===== src/rtl/aibnd_red_pkg.sv =====
// Shared types and default timing constants for the redundancy clock-select controller.
package aibnd_red_pkg;

  typedef enum logic [1:0] {
    IDLE   = 2'd0,
    GATE   = 2'd1,
    SETTLE = 2'd2
  } state_e;

  localparam int unsigned GATE_CYC_DEF   = 4;
  localparam int unsigned SETTLE_CYC_DEF = 8;
  localparam int unsigned CNT_W_DEF      = 4;

endpackage


===== src/rtl/aibnd_red_dncnt.sv =====
// Loadable down-counter with zero flag; saturates at zero instead of wrapping.
module aibnd_red_dncnt #(
  parameter int unsigned CNT_W = 4
) (
  input  logic             clk,
  input  logic             i_reset,
  input  logic             i_load,
  input  logic [CNT_W-1:0] i_load_val,
  input  logic             i_dec,
  output logic [CNT_W-1:0] o_count,
  output logic             o_zero
);

  logic [CNT_W-1:0] r_cnt;

  // Load takes priority over decrement; decrement stops at zero.
  always_ff @(posedge clk) begin
    if (i_reset) begin
      r_cnt <= '0;
    end else if (i_load) begin
      r_cnt <= i_load_val;
    end else if (i_dec && (r_cnt != '0)) begin
      r_cnt <= r_cnt - 1'b1;
    end
  end

  assign o_count = r_cnt;
  assign o_zero  = (r_cnt == '0);

endmodule


===== src/rtl/aibnd_red_clksel_ctl.sv =====
// Glitch-free select sequencer for the redundancy clock mux: gate output,
// switch select, let it settle, then ungate and acknowledge.
module aibnd_red_clksel_ctl
  import aibnd_red_pkg::*;
#(
  parameter int unsigned GATE_CYC   = GATE_CYC_DEF,
  parameter int unsigned SETTLE_CYC = SETTLE_CYC_DEF,
  parameter int unsigned CNT_W      = CNT_W_DEF
) (
  input  logic clk,
  input  logic reset,
  input  logic req_vld,
  input  logic req_sel,
  input  logic vccl_aibnd,
  input  logic vssl_aibnd,
  output logic s,
  output logic clk_en,
  output logic busy,
  output logic chg_ack
);

  localparam logic [CNT_W-1:0] GATE_LD   = CNT_W'(GATE_CYC - 1);
  localparam logic [CNT_W-1:0] SETTLE_LD = CNT_W'(SETTLE_CYC - 1);

  state_e r_state;
  state_e w_state_nxt;
  logic   r_s, r_clk_en, r_busy, r_ack, r_tgt;
  logic   w_s_nxt, w_clk_en_nxt, w_busy_nxt, w_ack_nxt, w_tgt_nxt;
  logic   w_load, w_dec, w_zero;
  logic [CNT_W-1:0] w_ld_val;
  logic [CNT_W-1:0] w_count;

  // Supply pins carry no logic.
  logic w_unused;
  assign w_unused = vccl_aibnd ^ vssl_aibnd ^ (|w_count);

  aibnd_red_dncnt #(
    .CNT_W(CNT_W)
  ) u_dncnt (
    .clk       (clk),
    .i_reset   (reset),
    .i_load    (w_load),
    .i_load_val(w_ld_val),
    .i_dec     (w_dec),
    .o_count   (w_count),
    .o_zero    (w_zero)
  );

  // State and registered outputs.
  always_ff @(posedge clk) begin
    if (reset) begin
      r_state  <= IDLE;
      r_s      <= 1'b0;
      r_clk_en <= 1'b1;
      r_busy   <= 1'b0;
      r_ack    <= 1'b0;
      r_tgt    <= 1'b0;
    end else begin
      r_state  <= w_state_nxt;
      r_s      <= w_s_nxt;
      r_clk_en <= w_clk_en_nxt;
      r_busy   <= w_busy_nxt;
      r_ack    <= w_ack_nxt;
      r_tgt    <= w_tgt_nxt;
    end
  end

  // Next-state, next-output and counter control.
  always_comb begin
    w_state_nxt  = r_state;
    w_s_nxt      = r_s;
    w_clk_en_nxt = r_clk_en;
    w_busy_nxt   = r_busy;
    w_ack_nxt    = 1'b0;
    w_tgt_nxt    = r_tgt;
    w_load       = 1'b0;
    w_ld_val     = '0;
    w_dec        = 1'b0;
    unique case (r_state)
      IDLE: begin
        // The ack cycle is a dead cycle: requests are only sampled after it.
        if (req_vld && !r_ack) begin
          if (req_sel != r_s) begin
            w_state_nxt  = GATE;
            w_clk_en_nxt = 1'b0;
            w_busy_nxt   = 1'b1;
            w_tgt_nxt    = req_sel;
            w_load       = 1'b1;
            w_ld_val     = GATE_LD;
          end else begin
            w_ack_nxt = 1'b1;
          end
        end
      end
      GATE: begin
        if (w_zero) begin
          w_state_nxt = SETTLE;
          w_s_nxt     = r_tgt;
          w_load      = 1'b1;
          w_ld_val    = SETTLE_LD;
        end else begin
          w_dec = 1'b1;
        end
      end
      SETTLE: begin
        if (w_zero) begin
          w_state_nxt  = IDLE;
          w_clk_en_nxt = 1'b1;
          w_busy_nxt   = 1'b0;
          w_ack_nxt    = 1'b1;
        end else begin
          w_dec = 1'b1;
        end
      end
      default: begin
        w_state_nxt = IDLE;
      end
    endcase
  end

  assign s       = r_s;
  assign clk_en  = r_clk_en;
  assign busy    = r_busy;
  assign chg_ack = r_ack;

endmodule


===== config.mk =====
export PLATFORM = sky130hd
export DESIGN_NAME = aibnd_red_clksel_ctl
export DESIGN_NICKNAME = d
export VERILOG_FILES = /design/src/rtl/aibnd_red_pkg.sv /design/src/rtl/aibnd_red_dncnt.sv /design/src/rtl/aibnd_red_clksel_ctl.sv
export SDC_FILE = /design/constraint.sdc
export NUM_CORES = 1
export LEC_CHECK = 0
export CAP_MARGIN = 20
export CORE_MARGIN = 1
export CORE_UTILIZATION = 36
export CTS_BUF_LIST = sky130_fd_sc_hd__clkbuf_16
export CTS_CLUSTER_SIZE = 16
export DETAILED_ROUTE_END_ITERATION = 12
export PLACE_DENSITY = 0.56
export RECOVER_POWER = 100
export SYNTH_ARGS = -nofsm -noshare
export SYNTH_HDL_FRONTEND = slang
export SYNTH_HIERARCHICAL = 1
export SYNTH_SLANG_ARGS = --single-unit
export TNS_END_PERCENT = 30

===== constraint.sdc =====
create_clock -name clk -period 2.85 [get_ports clk]
set_input_delay 0.855 -clock clk [delete_from_list [all_inputs] [get_ports clk]]
set_output_delay 0.855 -clock clk [all_outputs]
set_load 0.05 [all_outputs]

==> summary.md <==
| Metric | Value |
|---|---|
| Outcome | complete, no violations |
| Nets | 101 |
| Final hold violation count | 0 |
| DRC | 0 |
| Worst-path fanout max | 6 |
| Post-Syn Instances | 76 |
| Post-DP HPWL | 903 µm |
| First-pass GRT wire length | ~1.9 mm |
| Max-slew violations | 0 |
| Avg Cell Area, Syn | 8.94 µm² |
| Final WL | 1.19 mm |
| CP Launch Type | input port |
| Power Density | 1100 nW/µm² |
| Antenna fix cells | 0 |
| CP Data Required Time | approximately 3000 ps |
| Detailed-route vias per instance | 4.89 |
| Synth-to-layout area growth | 27.3% |
| Synth area leader | dfxtp_1 |
| Gr usage total | 12.5% |
| Die Y | 45.4 µm |
| Power Total | between 0.9 and 1 mW |
| Worst hold path class | reg2reg |
| Clock buffer count from CTS | 3 |
| Rel. slew slack | 62.3% |
| Fin crit share | 89.6% |
| Worst setup startpoint | req_sel |
| Vias in the first global route | 462 |
| Yosys Warn Count | 6 |
| Slew @ Worst Pin | 564 ps |
| Cell Area, Placed | between 700 and 800 µm² |
| Mapped Area | 679 µm² |
| Max_cap viols | 0 |
| Unrepaired setup endpoints after global routing | false |
| Die W | 45.4 µm |
| Post-synthesis sequential area ratio | between 30 and 40% |
| CTS tree | done |
| Non-Filler Instances | 113 |
| Largest family of logic cells by synthesized area | simple AND/OR/NAND/NOR gates |
| GRT overflow | 0 |
| Crit. End Element | flip-flop |
| Post-synthesis mux area share | 5.89% |
| Post-route cell area | 865 µm² |
| Post-synth EDFFs | 0 |
| Clock Skews | 0.773 ps |
| Crit-path cells | clkdlybuf4s50_1, xnor2_1, or3b_1, o21ai_0, buf_4, nor3_1, a311o_1 |
| Core footprint | 1750 µm² |
| Initial antenna violation count | 0 |
| Pleak | approximately 0.35 nW |
| Max rail drop VDD | 410 µV |
| Resized cells post-CTS | 0 |
| FF-to-FF Start | u_dncnt/o_count[0] |
| Starting Density | ~40% |
| Area share of fa/ha/maj cells after synthesis | 11.0% |
| Dpl cells | 109 |
| Synth Area in Compound Gates | about a fifth |
| Yosys cell types | 31 |
| Reg2reg path depth | 8 |
| Core Util, Final | 49.5% |
| Ports | 10 |
| Synth Area in Simple Gates | 24.1% |
| Cts hold-fix bufs | 0 |
| Clock latency on the worst-skew pair | 230 ps |
| Top-area cell type share of the netlist area | 32.4% |
| Net count after synthesis | 88 |
| Largest net degree at the start of global routing | 16 |
| Routed via count | 553 |
| Setup repair bufs after CTS | 0 |
| Critical Path AT | 2670 ps |
| Drt first pass iters | 4 |
| Clock buffer depth | 2 |
| Clk slew on worst S/H paths | 40 ps |
| Clock root cell | clkbuf_16 |
| Layout cells sized above 1 | 9.09% |
| CTS Sinks | 11 |
| Setup crit end | u_dncnt/o_count[1] |
| Achievable Freq | about 390 MHz |
| Asr flop ratio synth | 0% |
| Worst path slowest cell | clkdlybuf4s50_1 |
| Max incr delay on CP | ~430 ps |
| Ys flop type | dfxtp_1 |
| Die ar. | 2060 µm² |
| Setup Viol. Count Final | 0 |
| Final Wtd Congestion | 0.718 |
| Critical path type | in2reg |
| Reg2reg end | u_dncnt/o_count[3] |
| ANT nets after route | 0 |
| Post-Synth XOR/XNOR Area | 1.29% |
| H-tree Lvls | 1 |
| Area contributors post-synth | dfxtp_1 32%, ha_1 11%, mux2i_1 5.9%, nand2b_1 4.6%, nor2_1 4.4% |
| # port buffers | 7 |
| Synthesized flop and latch total | 11 |
| FF-to-FF setup slack | 480 ps |
| Filler cells | roughly 180 |
| Total negative slack | 0 ps |
| # rows | 15 |
| Post-layout minimum cycle time | 2550 ps |
| Initial DRC Count | 7 |
| DR WL/cell | around 11 µm |
-- cell usage in the layout (no fill, tap or decap), types with 2 or more instances in the layout --
cell             count
clkdlybuf4s50_1      3
nor2_1               8
a21oi_1              2
clkbuf_16            3
mux2i_1              4
a311oi_1             2
a21o_1               2
inv_1                8
nand2_1              7
o21ai_0              2
dlygate4sd3_1        4
ha_1                 6
nand2b_1             5
or3b_1               2
dfxtp_1             11
nand4b_1             2
-- metrics by stage --
stage | setup slack (ps) | hold WS (ps)
6_report | 297 | 460
2_1_floorplan | 284 | 432
3_3_place_gp | 99.5 | 446
4_1_cts | 256 | 462
5_1_grt | 218 | 506
3_5_place_dp | 85.9 | 454
-- cells in the mapped netlist, types with 2 or more instances --
library cell / number
nor2_1: 8
mux2i_1: 4
a21oi_1: 2
a311oi_1: 2
nand4b_1: 2
nand2b_1: 5
nand2_1: 7
a21o_1: 2
dfxtp_1: 11
inv_1: 7
ha_1: 6
-- worst min path at each step --
stage	start	to	slack, ps	cells after the start
floorplan	r_tgt	s	430	2
global placement	r_tgt	s	450	2
detailed placement	r_tgt	s	450	2
CTS	r_tgt	s	460	2
global route	r_tgt	s	510	2
finish	r_tgt	s	460	2
-- worst max-delay path, delay by kind of cell --
family / cells / cell delay, ps
buffers and inverters: 2 / 620
AND/OR/NAND/NOR: 2 / 470
XOR/XNOR: 1 / 150
AO/OA/AOI/OAI: 2 / 570
-- kinds of logic (layout without fill, tap and decap cells) --
family / after synthesis / count (layout)
compound gates: 16 / 16
xor+xnor: 1 / 1
fa+ha+maj: 6 / 6
buf+inv: 8 / 20
flops: 11 / 11
mux: 4 / 4
other cells: 1 / 1
simple gates: 29 / 29
-- routing by layer --
layer | GRT usage [%] | vias up | part of all wire, %
li1 | - | 290 | -
met5 | 0 | - | 0
met3 | 2.38 | 0 | 3.9
met4 | 5.45 | 0 | 0
met2 | 20.3 | 9 | 48
met1 | 16.0 | 254 | 48
-- power by group --
part | leakage (nW) | internal [mW] | switching [mW]
Clock | 0.0423 | 0.184 | 0.0661
Sequential | 0.0904 | 0.203 | 0.0317
Combinational | 0.214 | 0.184 | 0.284
-- sequential cells by signal, indices dropped and copies added, names as in the netlist --
name             count
r_tgt                1
busy                 1
u_dncnt/o_count      4
r_state              2
s                    1
clk_en               1
chg_ack              1
-- area by class of cell --
| class | count | area [µm²] | area share (%) |
|---|---|---|---|
| inverters | 7 | 26.3 | 3.04 |
| flip-flops and latches | 11 | 220 | 25.5 |
| multi-input cells | 57 | 427 | 49.3 |
| well taps | 25 | 31.3 | 3.62 |
| clock buffers | 3 | 75.1 | 8.68 |
| clock inverters | 1 | 3.75 | 0.434 |
| repair buffers | 9 | 81.3 | 9.41 |
Power figures use the tool's default switching activity.
